===== config.mk =====
export PLATFORM = sky130hd
export DESIGN_NAME = miriscv_pipe_ctrl_flat
export DESIGN_NICKNAME = d
export VERILOG_FILES = /design/src/rtl/miriscv_pkg.sv /design/src/rtl/miriscv_pipe_ctrl_if.sv /design/src/rtl/miriscv_pipe_scoreboard.sv /design/src/rtl/miriscv_pipe_ctrl.sv /design/src/flat_wrapper.sv
export SDC_FILE = /design/constraint.sdc
export NUM_CORES = 1
export LEC_CHECK = 0
export CAP_MARGIN = 15
export CORE_ASPECT_RATIO = 0.9
export CORE_MARGIN = 1
export CORE_UTILIZATION = 35
export DETAILED_ROUTE_END_ITERATION = 10
export PLACE_DENSITY = 0.82
export SLEW_MARGIN = 20
export SYNTH_ARGS = -nofsm -noshare
export SYNTH_HDL_FRONTEND = slang
export SYNTH_SLANG_ARGS = --single-unit

===== constraint.sdc =====
create_clock -name clk_i -period 2.55 [get_ports clk_i]
set_input_delay 0.51 -clock clk_i [delete_from_list [all_inputs] [get_ports clk_i]]
set_output_delay 0.51 -clock clk_i [all_outputs]
set_load 0.01 [all_outputs]

===== src/rtl/miriscv_pkg.sv =====
// Shared constants and types for the miriscv pipeline control unit.
package miriscv_pkg;

  localparam int CU_MAX_STAGES = 8;

  function automatic int CU_FWD_W(input int stages);
    return (stages <= 2) ? 1 : $clog2(stages);
  endfunction

  typedef logic [$clog2(CU_MAX_STAGES)-1:0] cu_fwd_sel_t;

  // Result of the youngest-writer search for one source operand
  typedef struct packed {
    logic        hit;
    logic        rdy;
    cu_fwd_sel_t stage;
  } cu_haz_t;

endpackage


===== src/rtl/miriscv_pipe_ctrl_if.sv =====
// Signal bundle between the pipeline datapath (master) and the control unit (slave).
interface miriscv_pipe_ctrl_if
  import miriscv_pkg::*;
#(
  parameter int XLEN       = 32,
  parameter int GPR_ADDR_W = 5,
  parameter int STAGES     = 4
);

  logic [XLEN-1:0]              boot_addr_i;
  logic [STAGES-1:0]            stall_req_i;
  logic [STAGES-1:0]            valid_i;
  logic [GPR_ADDR_W-1:0]        rs1_addr_i;
  logic [GPR_ADDR_W-1:0]        rs2_addr_i;
  logic                         rs1_req_i;
  logic                         rs2_req_i;
  logic [STAGES*GPR_ADDR_W-1:0] rd_addr_i;
  logic [STAGES-1:0]            rd_we_i;
  logic [STAGES-1:0]            rd_ready_i;
  logic                         sb_set_i;
  logic [GPR_ADDR_W-1:0]        sb_set_addr_i;
  logic                         sb_clr_i;
  logic [GPR_ADDR_W-1:0]        sb_clr_addr_i;
  logic                         prediction_i;
  logic                         br_j_taken_i;
  logic [XLEN-1:0]              target_pc_i;
  logic [XLEN-1:0]              next_pc_i;

  logic [STAGES-1:0]             stall_o;
  logic [STAGES-1:0]             kill_o;
  logic [CU_FWD_W(STAGES)-1:0]   fwd_sel_rs1_o;
  logic [CU_FWD_W(STAGES)-1:0]   fwd_sel_rs2_o;
  logic [XLEN-1:0]               force_pc_o;
  logic                          force_o;
  logic                          sb_busy_o;

  modport slave (
    input  boot_addr_i, stall_req_i, valid_i, rs1_addr_i, rs2_addr_i,
           rs1_req_i, rs2_req_i, rd_addr_i, rd_we_i, rd_ready_i,
           sb_set_i, sb_set_addr_i, sb_clr_i, sb_clr_addr_i,
           prediction_i, br_j_taken_i, target_pc_i, next_pc_i,
    output stall_o, kill_o, fwd_sel_rs1_o, fwd_sel_rs2_o,
           force_pc_o, force_o, sb_busy_o
  );

  modport master (
    output boot_addr_i, stall_req_i, valid_i, rs1_addr_i, rs2_addr_i,
           rs1_req_i, rs2_req_i, rd_addr_i, rd_we_i, rd_ready_i,
           sb_set_i, sb_set_addr_i, sb_clr_i, sb_clr_addr_i,
           prediction_i, br_j_taken_i, target_pc_i, next_pc_i,
    input  stall_o, kill_o, fwd_sel_rs1_o, fwd_sel_rs2_o,
           force_pc_o, force_o, sb_busy_o
  );

endinterface


===== src/rtl/miriscv_pipe_scoreboard.sv =====
// Pending-writeback bit per GPR for long-latency ops (divider, LSU).
module miriscv_pipe_scoreboard
  import miriscv_pkg::*;
#(
  parameter int GPR_ADDR_W = 5
) (
  input  logic                  i_clk,
  input  logic                  i_rst,
  input  logic                  i_set,
  input  logic [GPR_ADDR_W-1:0] i_set_addr,
  input  logic                  i_clr,
  input  logic [GPR_ADDR_W-1:0] i_clr_addr,
  input  logic [GPR_ADDR_W-1:0] i_rs1_addr,
  input  logic [GPR_ADDR_W-1:0] i_rs2_addr,
  output logic                  o_rs1_pend,
  output logic                  o_rs2_pend,
  output logic                  o_busy
);

  localparam int NREG = 1 << GPR_ADDR_W;

  logic [NREG-1:0] r_pend;
  logic [NREG-1:0] w_set_mask;
  logic [NREG-1:0] w_clr_mask;

  // x0 is hardwired to zero and must never appear pending
  always_comb begin
    w_set_mask = '0;
    w_clr_mask = '0;
    if (i_set && (i_set_addr != '0)) w_set_mask[i_set_addr] = 1'b1;
    if (i_clr)                       w_clr_mask[i_clr_addr] = 1'b1;
  end

  // Set is applied after clear so a same-address collision leaves the bit set
  always_ff @(posedge i_clk) begin
    if (i_rst) r_pend <= '0;
    else       r_pend <= (r_pend & ~w_clr_mask) | w_set_mask;
  end

  assign o_rs1_pend = r_pend[i_rs1_addr];
  assign o_rs2_pend = r_pend[i_rs2_addr];
  assign o_busy     = |r_pend;

endmodule


===== src/rtl/miriscv_pipe_ctrl.sv =====
// Parametrised pipeline controller: stalls, kills, forwarding select and PC redirect.
module miriscv_pipe_ctrl
  import miriscv_pkg::*;
#(
  parameter int XLEN         = 32,
  parameter int GPR_ADDR_W   = 5,
  parameter int STAGES       = 4,
  parameter int BOOT_CYCLES  = 2,
  parameter int FWD_EN       = 1,
  parameter int REG_REDIRECT = 0
) (
  input logic                 clk_i,
  input logic                 rst_i,
  miriscv_pipe_ctrl_if.slave  io
);

  localparam int FWD_W = CU_FWD_W(STAGES);

  logic [3:0]        r_boot_cnt;
  logic              r_redir_vld;
  logic [XLEN-1:0]   r_redir_pc;

  logic              w_boot;
  cu_haz_t           w_haz1;
  cu_haz_t           w_haz2;
  logic              w_rs1_fwd;
  logic              w_rs2_fwd;
  logic              w_rs1_pend;
  logic              w_rs2_pend;
  logic              w_sb_busy;
  logic              w_haz_stall;
  logic              w_sb_stall;
  logic              w_mispredict;
  logic [XLEN-1:0]   w_redir_pc;
  logic [STAGES-1:0] w_stall_acc;
  logic [STAGES-1:0] w_stall;
  logic [STAGES-1:0] w_kill;

  // Scan oldest to youngest so the lowest matching stage is the one kept
  function automatic cu_haz_t haz_search(
    input logic [GPR_ADDR_W-1:0]        rs,
    input logic                         req,
    input logic [STAGES-1:0]            vld,
    input logic [STAGES-1:0]            we,
    input logic [STAGES-1:0]            rdy,
    input logic [STAGES*GPR_ADDR_W-1:0] rd
  );
    cu_haz_t res;
    res = '0;
    for (int k = STAGES - 1; k >= 1; k--) begin
      if (req && vld[0] && vld[k] && we[k] &&
          (rd[k*GPR_ADDR_W +: GPR_ADDR_W] == rs) && (rs != '0)) begin
        res.hit   = 1'b1;
        res.rdy   = rdy[k];
        res.stage = cu_fwd_sel_t'(k);
      end
    end
    return res;
  endfunction

  miriscv_pipe_scoreboard #(
    .GPR_ADDR_W (GPR_ADDR_W)
  ) u_sb (
    .i_clk      (clk_i),
    .i_rst      (rst_i),
    .i_set      (io.sb_set_i),
    .i_set_addr (io.sb_set_addr_i),
    .i_clr      (io.sb_clr_i),
    .i_clr_addr (io.sb_clr_addr_i),
    .i_rs1_addr (io.rs1_addr_i),
    .i_rs2_addr (io.rs2_addr_i),
    .o_rs1_pend (w_rs1_pend),
    .o_rs2_pend (w_rs2_pend),
    .o_busy     (w_sb_busy)
  );

  assign w_boot = (r_boot_cnt != 4'd0);

  always_comb begin
    w_haz1 = haz_search(io.rs1_addr_i, io.rs1_req_i, io.valid_i,
                        io.rd_we_i, io.rd_ready_i, io.rd_addr_i);
    w_haz2 = haz_search(io.rs2_addr_i, io.rs2_req_i, io.valid_i,
                        io.rd_we_i, io.rd_ready_i, io.rd_addr_i);
  end

  assign w_rs1_fwd   = w_haz1.hit & w_haz1.rdy & (FWD_EN != 0);
  assign w_rs2_fwd   = w_haz2.hit & w_haz2.rdy & (FWD_EN != 0);
  assign w_haz_stall = (w_haz1.hit & ~w_rs1_fwd) | (w_haz2.hit & ~w_rs2_fwd);

  // An in-flight pipeline writer is younger than any scoreboard entry
  assign w_sb_stall =
      (io.rs1_req_i & io.valid_i[0] & (io.rs1_addr_i != '0) & w_rs1_pend & ~w_haz1.hit) |
      (io.rs2_req_i & io.valid_i[0] & (io.rs2_addr_i != '0) & w_rs2_pend & ~w_haz2.hit);

  always_comb begin
    w_stall_acc[STAGES-1] = io.stall_req_i[STAGES-1];
    for (int i = STAGES - 2; i >= 0; i--) begin
      w_stall_acc[i] = w_stall_acc[i+1] | io.stall_req_i[i];
    end
    w_stall    = w_stall_acc;
    w_stall[0] = w_stall_acc[0] | w_haz_stall | w_sb_stall;
  end

  assign w_mispredict = io.valid_i[STAGES-1] & ~io.stall_req_i[STAGES-1] &
                        (io.prediction_i ^ io.br_j_taken_i) & ~w_boot;
  assign w_redir_pc   = io.br_j_taken_i ? io.target_pc_i : io.next_pc_i;

  // With a registered redirect the fetch stage is killed again when force fires
  always_comb begin
    w_kill = '0;
    if (w_mispredict)                          w_kill    = '1;
    else if ((REG_REDIRECT != 0) && r_redir_vld) w_kill[0] = 1'b1;
  end

  always_comb begin
    io.stall_o       = '0;
    io.kill_o        = '0;
    io.fwd_sel_rs1_o = '0;
    io.fwd_sel_rs2_o = '0;
    io.force_o       = 1'b1;
    io.force_pc_o    = io.boot_addr_i;
    io.sb_busy_o     = w_sb_busy;
    if (!rst_i) begin
      io.kill_o        = w_kill;
      io.stall_o       = w_stall & ~w_kill;
      io.fwd_sel_rs1_o = w_rs1_fwd ? w_haz1.stage[FWD_W-1:0] : '0;
      io.fwd_sel_rs2_o = w_rs2_fwd ? w_haz2.stage[FWD_W-1:0] : '0;
      if (w_boot) begin
        io.force_o    = 1'b1;
        io.force_pc_o = io.boot_addr_i;
      end else if (REG_REDIRECT == 0) begin
        io.force_o    = w_mispredict;
        io.force_pc_o = w_redir_pc;
      end else begin
        io.force_o    = r_redir_vld;
        io.force_pc_o = r_redir_pc;
      end
    end
  end

  always_ff @(posedge clk_i) begin
    if (rst_i) begin
      r_boot_cnt  <= 4'(BOOT_CYCLES);
      r_redir_vld <= 1'b0;
      r_redir_pc  <= '0;
    end else begin
      if (w_boot) r_boot_cnt <= r_boot_cnt - 4'd1;
      r_redir_vld <= w_mispredict & (REG_REDIRECT != 0);
      if (w_mispredict) r_redir_pc <= w_redir_pc;
    end
  end

endmodule


===== src/flat_wrapper.sv =====
// flat-port wrapper written by rule: the top's interface ports become plain ports
module miriscv_pipe_ctrl_flat import miriscv_pkg::*;
#(
  parameter int XLEN         = 32,
  parameter int GPR_ADDR_W   = 5,
  parameter int STAGES       = 4,
  parameter int BOOT_CYCLES  = 2,
  parameter int FWD_EN       = 1,
  parameter int REG_REDIRECT = 0
)
  (clk_i, rst_i, io_boot_addr_i, io_stall_req_i, io_valid_i, io_rs1_addr_i, io_rs2_addr_i, io_rs1_req_i, io_rs2_req_i, io_rd_addr_i, io_rd_we_i, io_rd_ready_i, io_sb_set_i, io_sb_set_addr_i, io_sb_clr_i, io_sb_clr_addr_i, io_prediction_i, io_br_j_taken_i, io_target_pc_i, io_next_pc_i, io_stall_o, io_kill_o, io_fwd_sel_rs1_o, io_fwd_sel_rs2_o, io_force_pc_o, io_force_o, io_sb_busy_o);
  miriscv_pipe_ctrl_if #(.XLEN(XLEN), .GPR_ADDR_W(GPR_ADDR_W), .STAGES(STAGES)) io_i ();
  input logic clk_i;
  input logic rst_i;
  input wire logic [$bits(io_i.boot_addr_i)-1:0] io_boot_addr_i;
  input wire logic [$bits(io_i.stall_req_i)-1:0] io_stall_req_i;
  input wire logic [$bits(io_i.valid_i)-1:0] io_valid_i;
  input wire logic [$bits(io_i.rs1_addr_i)-1:0] io_rs1_addr_i;
  input wire logic [$bits(io_i.rs2_addr_i)-1:0] io_rs2_addr_i;
  input wire logic [$bits(io_i.rs1_req_i)-1:0] io_rs1_req_i;
  input wire logic [$bits(io_i.rs2_req_i)-1:0] io_rs2_req_i;
  input wire logic [$bits(io_i.rd_addr_i)-1:0] io_rd_addr_i;
  input wire logic [$bits(io_i.rd_we_i)-1:0] io_rd_we_i;
  input wire logic [$bits(io_i.rd_ready_i)-1:0] io_rd_ready_i;
  input wire logic [$bits(io_i.sb_set_i)-1:0] io_sb_set_i;
  input wire logic [$bits(io_i.sb_set_addr_i)-1:0] io_sb_set_addr_i;
  input wire logic [$bits(io_i.sb_clr_i)-1:0] io_sb_clr_i;
  input wire logic [$bits(io_i.sb_clr_addr_i)-1:0] io_sb_clr_addr_i;
  input wire logic [$bits(io_i.prediction_i)-1:0] io_prediction_i;
  input wire logic [$bits(io_i.br_j_taken_i)-1:0] io_br_j_taken_i;
  input wire logic [$bits(io_i.target_pc_i)-1:0] io_target_pc_i;
  input wire logic [$bits(io_i.next_pc_i)-1:0] io_next_pc_i;
  output wire logic [$bits(io_i.stall_o)-1:0] io_stall_o;
  output wire logic [$bits(io_i.kill_o)-1:0] io_kill_o;
  output wire logic [$bits(io_i.fwd_sel_rs1_o)-1:0] io_fwd_sel_rs1_o;
  output wire logic [$bits(io_i.fwd_sel_rs2_o)-1:0] io_fwd_sel_rs2_o;
  output wire logic [$bits(io_i.force_pc_o)-1:0] io_force_pc_o;
  output wire logic [$bits(io_i.force_o)-1:0] io_force_o;
  output wire logic [$bits(io_i.sb_busy_o)-1:0] io_sb_busy_o;
  assign io_i.boot_addr_i = io_boot_addr_i;
  assign io_i.stall_req_i = io_stall_req_i;
  assign io_i.valid_i = io_valid_i;
  assign io_i.rs1_addr_i = io_rs1_addr_i;
  assign io_i.rs2_addr_i = io_rs2_addr_i;
  assign io_i.rs1_req_i = io_rs1_req_i;
  assign io_i.rs2_req_i = io_rs2_req_i;
  assign io_i.rd_addr_i = io_rd_addr_i;
  assign io_i.rd_we_i = io_rd_we_i;
  assign io_i.rd_ready_i = io_rd_ready_i;
  assign io_i.sb_set_i = io_sb_set_i;
  assign io_i.sb_set_addr_i = io_sb_set_addr_i;
  assign io_i.sb_clr_i = io_sb_clr_i;
  assign io_i.sb_clr_addr_i = io_sb_clr_addr_i;
  assign io_i.prediction_i = io_prediction_i;
  assign io_i.br_j_taken_i = io_br_j_taken_i;
  assign io_i.target_pc_i = io_target_pc_i;
  assign io_i.next_pc_i = io_next_pc_i;
  assign io_stall_o = io_i.stall_o;
  assign io_kill_o = io_i.kill_o;
  assign io_fwd_sel_rs1_o = io_i.fwd_sel_rs1_o;
  assign io_fwd_sel_rs2_o = io_i.fwd_sel_rs2_o;
  assign io_force_pc_o = io_i.force_pc_o;
  assign io_force_o = io_i.force_o;
  assign io_sb_busy_o = io_i.sb_busy_o;
  miriscv_pipe_ctrl #(.XLEN(XLEN), .GPR_ADDR_W(GPR_ADDR_W), .STAGES(STAGES), .BOOT_CYCLES(BOOT_CYCLES), .FWD_EN(FWD_EN), .REG_REDIRECT(REG_REDIRECT)) u_core (.clk_i(clk_i), .rst_i(rst_i), .io(io_i));
endmodule

==> flow_metrics.env, run 1 <==
export IMPL_status="finished with violations"
export IMPL_violations="negative setup slack"
export IMPL_fin_cells=894
export IMPL_wl_per_cell_um=22.5
export IMPL_critPathCapture="io_stall_o[0]"
export IMPL_vdd_drop_max_mv=0.207
export IMPL_grt_max_degree=31
export IMPL_gp_congestion=0.979
export IMPL_areaGrowthSynthToFinish_pct=107
export IMPL_hpwl_um=12800
export IMPL_insertion_delay_ns=0.28
export IMPL_drt_antenna_violating_nets=0
export IMPL_ys_flop_type="dfxtp_1"
export IMPL_synth_top_area_cell="dfxtp_1"
export IMPL_drcViolationCount=0
export IMPL_cp_startpoint="io_rs2_addr_i[2]"
export IMPL_io_buffers=198
export IMPL_grt_pass1_wl_um=26400
export IMPL_dp_slack_ns=-1.25
export IMPL_setup_viol=27
export IMPL_synth_most_common_cell="a21oi_1"
export IMPL_routed_wl_um=20100
export IMPL_cts_root_buffer="clkbuf_8"
export IMPL_leakage_nw=2.99
export IMPL_layout_drive_gt1_share=0.426
export IMPL_setup_ws_ns=-0.408
export IMPL_worstSetupStartpointType="input pin"
export IMPL_path_clk_slew_ns=0.07
export IMPL_die_w_um=107
export IMPL_worstPathRequired_ns=2.04
export IMPL_swShare=0.368
export IMPL_cts_tree="done"
export IMPL_avgSynthCellArea_um2=7.68
export IMPL_min_period_over_period=1.16
export IMPL_hold_path_class="flip-flop to flip-flop"
export IMPL_rsz0062_at_grt="true"
export IMPL_slowest_delay_ns=0.31
export IMPL_max_freq_ghz=0.338
export IMPL_num_rows=34
export IMPL_seq_power_share=0.228
export IMPL_grt_pass1_vias=4942
export IMPL_viasPerCell=5.90
export IMPL_drtIter0Drc=554
export IMPL_min_period_ns=2.96
export IMPL_netSwitchingPower_w=0.00101
export IMPL_r2r_slack_ns=1.07
export IMPL_final_util=0.748
export IMPL_drv_cap=0
export IMPL_synth_edff_count=0
export IMPL_drv_slew=0
export IMPL_clock_path_buffers=2
export IMPL_cts_sinks=36
export IMPL_powerDensity_nw_per_um2=379
export IMPL_dp_cells=835
export IMPL_vias=5276
export IMPL_cpMostUsedCell="buf_4"
export IMPL_syn_nets=618
export IMPL_fin_nets=929
export IMPL_rr_worst_depth=7
export IMPL_syn_inst=456
export IMPL_async_reset_ff_frac=0
export IMPL_synthTopCellsByCount="66 x a21oi_1, 50 x nor2_1, 42 x nand2_1"
export IMPL_core_um2=9700
export IMPL_comb_power_share=0.613
export IMPL_overflow=0
export IMPL_start_util=0.361
export IMPL_fin_skew_ns=0.000385
export IMPL_die_h_um=96.9
export IMPL_worstSetupEndpointType="output port"
export IMPL_grt_usage=0.330
export IMPL_ys_ff_latch=36
export IMPL_critPathMaxFanout=5
export IMPL_synth_area_um2=3500
export IMPL_hold_slack_ns=0.517
export IMPL_synth_cell_type_count=51
export IMPL_cts_inserted_buffers=5
export IMPL_cp_arrival_ns=2.45
export IMPL_p_int_w=0.00174
export IMPL_tightestPinTransition_ns=0.698
export IMPL_path_class="input pin to output port"
export IMPL_clkPwrFrac=0.159
export IMPL_die_area_um2=10400
export IMPL_crit_chain="buf_4, nor4_4, a21oi_2, buf_4, buf_4, nand3_1, nand2_1, buf_4, a2111oi_4, o2bb2ai_1, buf_2"
export IMPL_first_pass_iters=5
export IMPL_max_slew_margin=0.533
export IMPL_r2r_start="u_core.r_boot_cnt[1]"
export IMPL_antenna_found_initial=2
export IMPL_yosysWarnings=0
export IMPL_htreeDepth=2
export IMPL_rr_endpoint="u_core.r_boot_cnt[1]"
export IMPL_ys_seq_area_frac=0.206
export IMPL_critPathSlowestCell="nor4_4"
export IMPL_synth_top_area_share=0.206
export IMPL_synth_area_top_cells="dfxtp_1 21%, mux2i_1 11%, a21oi_1 9.4%, mux4_2 7.7%, nor2_1 5.4%"
export IMPL_io_pins=206
export IMPL_finalHoldViolCount=0
## registers in the layout, indices dropped and copies added, names as in the netlist
signal	flops
u_core.r_boot_cnt	4
u_core.u_sb.r_pend	32
## worst min path at each step
| stage | start | end | slack (ns) | depth (start not counted) |
|---|---|---|---|---|
| final | u_core.r_boot_cnt[1] | u_core.r_boot_cnt[1] | 0.52 | 2 |
| after global routing | u_core.u_sb.r_pend[11] | u_core.u_sb.r_pend[11] | 0.57 | 2 |
| after CTS | u_core.r_boot_cnt[1] | u_core.r_boot_cnt[1] | 0.52 | 2 |
| after detailed placement | u_core.r_boot_cnt[1] | u_core.r_boot_cnt[1] | 0.51 | 2 |
| after global placement | u_core.r_boot_cnt[1] | u_core.r_boot_cnt[1] | 0.50 | 2 |
| after floorplan | u_core.u_sb.r_pend[4] | u_core.u_sb.r_pend[4] | 0.47 | 2 |
## layout by cell type (no fill, tap or decap), types with 5 or more instances in the layout
| master | n |
|---|---|
| nor4_2 | 5 |
| buf_4 | 100 |
| nor2_2 | 9 |
| buf_12 | 6 |
| a21oi_1 | 36 |
| buf_6 | 34 |
| nor3_1 | 5 |
| nand2_1 | 40 |
| dlygate4sd2_1 | 10 |
| clkbuf_8 | 7 |
| xnor2_2 | 14 |
| clkbuf_2 | 8 |
| o21ai_0 | 35 |
| nor4_1 | 6 |
| clkdlybuf4s15_1 | 7 |
| clkdlybuf4s50_1 | 123 |
| nand3b_1 | 7 |
| buf_2 | 40 |
| nand3_1 | 7 |
| xor2_1 | 11 |
| nor2_4 | 10 |
| a21oi_2 | 30 |
| inv_1 | 5 |
| buf_8 | 5 |
| nand4_1 | 7 |
| xnor2_1 | 7 |
| dfxtp_1 | 34 |
| nor3b_1 | 6 |
| mux4_2 | 12 |
| mux2i_1 | 38 |
| nor2_1 | 31 |
## layer usage
layer,up-vias,routed length (um),global-route usage
met5,-,11,0
met2,423,9330,0.550
met4,2,1110,0.148
met3,108,2200,0.0499
li1,2288,-,-
met1,2455,7420,0.418
## worst max-delay path, delay by kind of cell
kind                   cells  cell delay [ns]
buffers and inverters      5             0.83
AOI/OAI and AO/OA          3             0.62
and+or+nand+nor            3             0.50
## metrics by stage
stage | total power (W) | area, um^2 | TNS [ns]
after floorplan | 0.00115 | 3520 | -0.0354
after global placement | 0.00187 | 6190 | -12.87
final | 0.00275 | 7250 | -3.36
after CTS | 0.00245 | 6730 | -1.14
after global routing | 0.00287 | 7250 | -6.03
after detailed placement | 0.00190 | 6190 | -13.61
## power groups by stage
stage          registers (W)  logic, W  clock network, W
6_report            0.000626   0.00168          0.000438
5_1_grt             0.000629   0.00178          0.000461
4_1_cts             0.000623   0.00138          0.000442
3_5_place_dp        0.000630   0.00127                 0
3_3_place_gp        0.000627   0.00124                 0
2_1_floorplan       0.000625  0.000522                 0
## area by class of cell
type                    instances  area, um^2
diodes                          1        2.50
multi-input cells             378        3180
repair buffers                338        3060
well taps                     126         158
fillers                       610        2450
clock buffers                   7        96.3
flip-flops and latches         36         723
inverters                       8        30.0
## cell families (layout without fill, tap and decap cells)
kind of cell / Yosys count / count (layout) / synth area share
and+or+nand+nor: 172 / 172 / 0.257
other: 0 / 1 / 0
AOI/OAI and AO/OA: 116 / 116 / 0.186
adders and majority gates: 2 / 2 / 0.00714
DFF: 36 / 36 / 0.206
xor gates and xnor gates: 32 / 32 / 0.0800
muxes: 56 / 56 / 0.209
buffers and inverters: 42 / 353 / 0.0561
## repair_timing
| action | in CTS | in global routing |
|---|---|---|
| hold buffers | 0 | 0 |
| cloned | 1 | 2 |
| endpoints found under the hold margin | 0 | 0 |
| buffers inserted | 30 | 23 |
| pin swaps | 34 | 26 |
| endpoints found under the setup margin | 44 | 45 |
| resized for setup | 273 | 152 |
Power figures use the tool's default switching activity.
==> run 2: changes to the inputs <==
ABC_AREA = 1   (was unset)
CORE_UTILIZATION = 38   (was 35)
PLACE_DENSITY = 0.8   (was 0.82)
==> flow_metrics.env, run 2 <==
export IMPL_hold_path_class="flip-flop to flip-flop"
export IMPL_antenna_found_initial=0
export IMPL_hold_buffers=0
export IMPL_drv_cap=0
export IMPL_setup_ws_ns=0.0226
export IMPL_yosysWarnings=0
export IMPL_drv_slew=0
export IMPL_cpMostUsedCell="inv_1"
export IMPL_setup_tns_ns=0
export IMPL_violations="design-rule violations"
export IMPL_synth_area_um2=4160
export IMPL_mostFrequentLayoutCells="139 x nand2_1, 117 x clkdlybuf4s50_1, 98 x nor2_1, 77 x inv_1, 75 x buf_4"
export IMPL_crit_family="buffers and inverters"
export IMPL_finalHoldViolCount=0
export IMPL_final_util=0.691
export IMPL_layout_drive_gt1_share=0.240
export IMPL_r2r_start="u_core.r_boot_cnt[1]"
export IMPL_dp_cells=1114
export IMPL_viasPerCell=5.42
export IMPL_hpwl_um=14000
export IMPL_comb_power_share=0.518
export IMPL_io_pins=206
export IMPL_path_class="input pin to output port"
export IMPL_cp_arrival_ns=2.02
export IMPL_start_util=0.399
export IMPL_syn_nets=909
export IMPL_cts_tree="done"
export IMPL_min_period_ns=2.53
export IMPL_synth_most_common_cell="nand2_1"
export IMPL_cts_sinks=36
export IMPL_num_rows=35
export IMPL_worstPathRequired_ns=2.04
export IMPL_final_common_cell="nand2_1"
export IMPL_tightestPinTransition_ns=0.557
export IMPL_die_w_um=112
export IMPL_first_pass_iters=8
export IMPL_path_clk_slew_ns=0.05
export IMPL_clkPwrFrac=0.253
export IMPL_drcViolationCount=4
export IMPL_io_buffers=198
export IMPL_ys_seq_area_frac=0.173
export IMPL_rr_endpoint="u_core.r_boot_cnt[0]"
export IMPL_leakage_nw=3.29
export IMPL_ys_ff_latch=36
export IMPL_status="finished with violations"
export IMPL_powerDensity_nw_per_um2=380
export IMPL_swShare=0.343
export IMPL_fill_cells=875
export IMPL_synth_top_area_cell="dfxtp_1"
export IMPL_grt_pass1_vias=5805
export IMPL_grt_pass1_wl_um=27400
export IMPL_grt_usage=0.303
export IMPL_worstSetupEndpointType="output port"
export IMPL_max_freq_ghz=0.396
export IMPL_die_h_um=101
export IMPL_overflow=0
export IMPL_path_depth=9
export IMPL_drtIter0Drc=447
export IMPL_min_period_over_period=0.991
export IMPL_avgSynthCellArea_um2=5.56
export IMPL_synthTopCellsByCount="158 x nand2_1, 118 x nor2_1, 81 x inv_1"
export IMPL_min_to="u_core.r_boot_cnt[0]"
export IMPL_critPathMaxFanout=3
export IMPL_worstSetupStartpointType="input pin"
export IMPL_max_slew_margin=0.626
export IMPL_netSwitchingPower_w=0.000939
export IMPL_regMostFlops="u_core.u_sb.r_pend"
export IMPL_fin_nets=1166
export IMPL_crit_chain="clkdlybuf4s50_1, o21ai_0, a211oi_1, inv_1, nor2_2, inv_1, nand2_2, nor2_1, dlygate4sd2_1"
export IMPL_wl_per_cell_um=16.3
export IMPL_critPathSlowestCell="clkdlybuf4s50_1"
export IMPL_r2r_slack_ns=1.12
export IMPL_setup_viol=0
export IMPL_rr_worst_depth=9
export IMPL_routed_wl_um=18500
export IMPL_cts_inserted_buffers=5
export IMPL_vias=6150
export IMPL_path_buf_inv=4
export IMPL_vdd_drop_max_mv=0.248
export IMPL_hold_depth=1
export IMPL_seq_power_share=0.229
export IMPL_core_um2=10400
export IMPL_syn_inst=747
export IMPL_grt_max_degree=29
export IMPL_dp_slack_ns=-0.706
export IMPL_fin_cells=1134
export IMPL_async_reset_ff_frac=0
export IMPL_insertion_delay_ns=0.28
export IMPL_areaGrowthSynthToFinish_pct=73.2
export IMPL_p_int_w=0.00179
export IMPL_gp_congestion=0.972
export IMPL_diodes=0
export IMPL_synth_area_top_cells="dfxtp_1 17%, nand2_1 14%, nor2_1 11%, nand3_1 9.5%, o21ai_0 8.1%"
export IMPL_reg_top3="u_core.u_sb.r_pend x32, u_core.r_boot_cnt x4"
export IMPL_min_from="u_core.r_boot_cnt[0]"
export IMPL_synth_cell_type_count=41
export IMPL_htreeDepth=2
export IMPL_die_area_um2=11400
export IMPL_fin_skew_ns=0.000337
export IMPL_drt_antenna_violating_nets=0
export IMPL_largest_reg_flops=32
export IMPL_synth_edff_count=0
export IMPL_synth_top_area_share=0.173
export IMPL_clock_path_buffers=2
export IMPL_ys_flop_type="dfxtp_1"
export IMPL_slowest_delay_ns=0.48
export IMPL_cts_root_buffer="clkbuf_16"
[run 2: timing repair]
item / in CTS / in global routing
setup buffers: 4 / 7
resized for setup: 146 / 132
gates cloned: 0 / 1
endpoints found under the setup margin: 45 / 16
pin swaps: 32 / 55
[run 2: kinds of logic (layout without fill, tap and decap cells)]
kind of cell / Yosys count / in the layout / synth area share
adders and majority gates: 2 / 2 / 0.00602
AOI/OAI and AO/OA: 144 / 144 / 0.199
buffers and inverters: 127 / 385 / 0.137
and+or+nand+nor: 419 / 419 / 0.443
xor gates and xnor gates: 19 / 19 / 0.0418
DFF: 36 / 36 / 0.173
[run 2: area by class of cell]
| type | count | area [um^2] | area share |
|---|---|---|---|
| multi-input cells | 584 | 3220 | 0.447 |
| clock inverters | 2 | 35.0 | 0.00487 |
| inverters | 91 | 349 | 0.0485 |
| well taps | 129 | 161 | 0.0224 |
| clock buffers | 6 | 129 | 0.0179 |
| repair buffers | 286 | 2590 | 0.359 |
| flip-flops and latches | 36 | 722 | 0.100 |
[run 2: how the worst max path moves through the flow]
stage / from / end
2_1_floorplan: io_br_j_taken_i / io_kill_o[1]
3_3_place_gp: io_rs1_addr_i[1] / io_stall_o[0]
3_5_place_dp: io_rs1_addr_i[0] / io_fwd_sel_rs1_o[1]
4_1_cts: io_rs1_addr_i[1] / io_fwd_sel_rs1_o[1]
5_1_grt: io_rd_addr_i[6] / io_stall_o[0]
6_report: io_prediction_i / io_stall_o[2]
[run 2: routing by layer]
| layer | routed length, um | GRT usage | up-vias |
|---|---|---|---|
| met4 | 556 | 0.0892 | 0 |
| met3 | 1690 | 0.0646 | 55 |
| met2 | 9110 | 0.547 | 312 |
| li1 | - | - | 2951 |
| met1 | 7180 | 0.365 | 2832 |
| met5 | 0 | 0 | - |
[run 2: through the flow]
stage	power (W)	hold WS, ns	instance area (um^2)
final	0.00273	0.478	7200
after detailed placement	0.00201	0.470	6730
after CTS	0.00264	0.471	6950
after global placement	0.00200	0.459	6730
after global routing	0.00287	0.494	7200
after floorplan	0.00124	0.447	4160
[run 2: power by group through the flow]
| stage | combinational [W] | sequential (W) | clock, W |
|---|---|---|---|
| 2_1_floorplan | 0.000609 | 0.000628 | 0 |
| 3_3_place_gp | 0.00137 | 0.000633 | 0 |
| 3_5_place_dp | 0.00138 | 0.000633 | 0 |
| 4_1_cts | 0.00133 | 0.000624 | 0.000687 |
| 5_1_grt | 0.00153 | 0.000629 | 0.000716 |
| 6_report | 0.00142 | 0.000626 | 0.000691 |
==> run 3: changes to the inputs <==
CORE_MARGIN = 2   (was 1)
==> flow_metrics.env, run 3 (synthesized netlist as in run 2, its figures left out) <==
export IMPL_antenna_found_initial=1
export IMPL_vias=5877
export IMPL_fin_skew_ns=0.000130
export IMPL_vdd_drop_max_mv=0.268
export IMPL_drv_slew=0
export IMPL_slowest_delay_ns=0.29
export IMPL_reg_top3="u_core.u_sb.r_pend x32, u_core.r_boot_cnt x4"
export IMPL_mostFrequentLayoutCells="139 x nand2_1, 117 x clkdlybuf4s50_1, 107 x nor2_1, 74 x nand3_1, 73 x inv_1"
export IMPL_routed_wl_um=18000
export IMPL_powerDensity_nw_per_um2=369
export IMPL_grt_pass1_wl_um=27000
export IMPL_netSwitchingPower_w=0.000894
export IMPL_viasPerCell=5.25
export IMPL_path_class="input pin to output port"
export IMPL_num_rows=36
export IMPL_drcViolationCount=0
export IMPL_max_slew_margin=0.650
export IMPL_insertion_delay_ns=0.28
export IMPL_die_h_um=103
export IMPL_path_buf_inv=3
export IMPL_grt_max_degree=27
export IMPL_p_int_w=0.00169
export IMPL_min_period_over_period=0.995
export IMPL_worstPathRequired_ns=2.04
export IMPL_cts_sinks=36
export IMPL_seq_power_share=0.241
export IMPL_clock_path_buffers=2
export IMPL_hpwl_um=14100
export IMPL_p_total_w=0.00259
export IMPL_cts_tree="done"
export IMPL_grt_pass1_vias=5676
export IMPL_worstSetupEndpointType="output port"
export IMPL_die_w_um=114
export IMPL_dp_cells=1100
export IMPL_rsz0062_at_grt="true"
export IMPL_first_pass_iters=5
export IMPL_io_buffers=198
export IMPL_min_period_ns=2.54
export IMPL_max_freq_ghz=0.394
export IMPL_drv_cap=0
export IMPL_crit_family="simple AND/OR/NAND/NOR gates"
export IMPL_areaGrowthSynthToFinish_pct=68.8
export IMPL_cts_inserted_buffers=5
export IMPL_finalHoldViolCount=0
export IMPL_crit_chain="dlygate4sd2_1, xnor2_2, nor2b_1, nand3_1, nor2_1, nor2_1, nor2_1, nand2_1, nand2_2, nand3_2, nand2_1, inv_1, buf_2"
export IMPL_core_um2=10800
export IMPL_largest_reg_flops=32
export IMPL_setup_ws_ns=0.0116
export IMPL_overflow=0
export IMPL_worstSetupStartpointType="input pin"
export IMPL_path_clk_slew_ns=0.05
export IMPL_hold_buffers=0
export IMPL_layout_drive_gt1_share=0.206
export IMPL_critPathSlowestCell="dlygate4sd2_1"
export IMPL_htreeDepth=2
export IMPL_fill_cells=963
export IMPL_die_area_um2=11800
export IMPL_drtIter0Drc=506
export IMPL_io_pins=206
export IMPL_wl_per_cell_um=16.1
export IMPL_clkPwrFrac=0.244
export IMPL_start_util=0.386
export IMPL_regMostFlops="u_core.u_sb.r_pend"
export IMPL_drt_antenna_violating_nets=0
export IMPL_final_util=0.652
export IMPL_fin_cells=1120
export IMPL_leakage_nw=3.20
export IMPL_swShare=0.346
export IMPL_cp_arrival_ns=2.03
export IMPL_cpMostUsedCell="nor2_1"
export IMPL_cts_root_buffer="clkbuf_16"
export IMPL_critPathMaxFanout=3
export IMPL_dp_slack_ns=-0.724
export IMPL_hold_slack_ns=0.460
export IMPL_r2r_slack_ns=1.39
export IMPL_hold_path_class="flip-flop to flip-flop"
export IMPL_fin_nets=1148
export IMPL_grt_usage=0.289
export IMPL_comb_power_share=0.515
export IMPL_tightestPinTransition_ns=0.521
export IMPL_final_common_cell="nand2_1"
export IMPL_setup_viol=0
export IMPL_gp_congestion=0.955
export IMPL_status="finished clean"
## run 3: worst paths after layout
path,to,startpoint,cells after the start
worst min register to register,u_core.r_boot_cnt[0],u_core.r_boot_cnt[0],1
worst max register to register,u_core.r_boot_cnt[0],u_core.r_boot_cnt[0],7
worst max-delay path,io_stall_o[0],io_rd_addr_i[7],13
worst min-delay path,u_core.r_boot_cnt[0],u_core.r_boot_cnt[0],1
## run 3: cell type report
cell class                 count  area [um^2]  share of cell area
antenna                        1         2.50            0.000357
clock buffer                   7          153              0.0218
inverter                      91          357              0.0508
multi-input combinational    584         3150               0.450
sequential                    36          722               0.103
tap                          133          166              0.0237
timing repair buffer         268         2460               0.351
## run 3: what timing repair did
item / 4_1_cts / 5_1_grt
buffers inserted: 7 / 6
resized for setup: 138 / 123
setup endpoints to repair: 45 / 14
pin swaps: 25 / 58
## run 3: through the flow
stage / area (um^2) / TNS, ns
after floorplan: 4160 / 0
after global placement: 6620 / -14.70
after detailed placement: 6620 / -14.86
after CTS: 6820 / -0.0612
after global routing: 7010 / -0.242
final: 7010 / 0
## run 3: power groups by stage
stage          Combinational (W)  Clock (W)  Sequential [W]
2_1_floorplan           0.000609          0        0.000628
3_3_place_gp             0.00135          0        0.000634
3_5_place_dp             0.00135          0        0.000633
4_1_cts                  0.00128   0.000635        0.000624
5_1_grt                  0.00144   0.000658        0.000629
6_report                 0.00133   0.000630        0.000624
## run 3: per-layer routing
metal / global-route usage / up-vias / part of all wire
met2: 0.513 / 289 / 0.49
met3: 0.0559 / 45 / 0.085
met4: 0.0938 / 0 / 0.030
li1: - / 2911 / -
met1: 0.355 / 2632 / 0.39
met5: 0 / - / 0
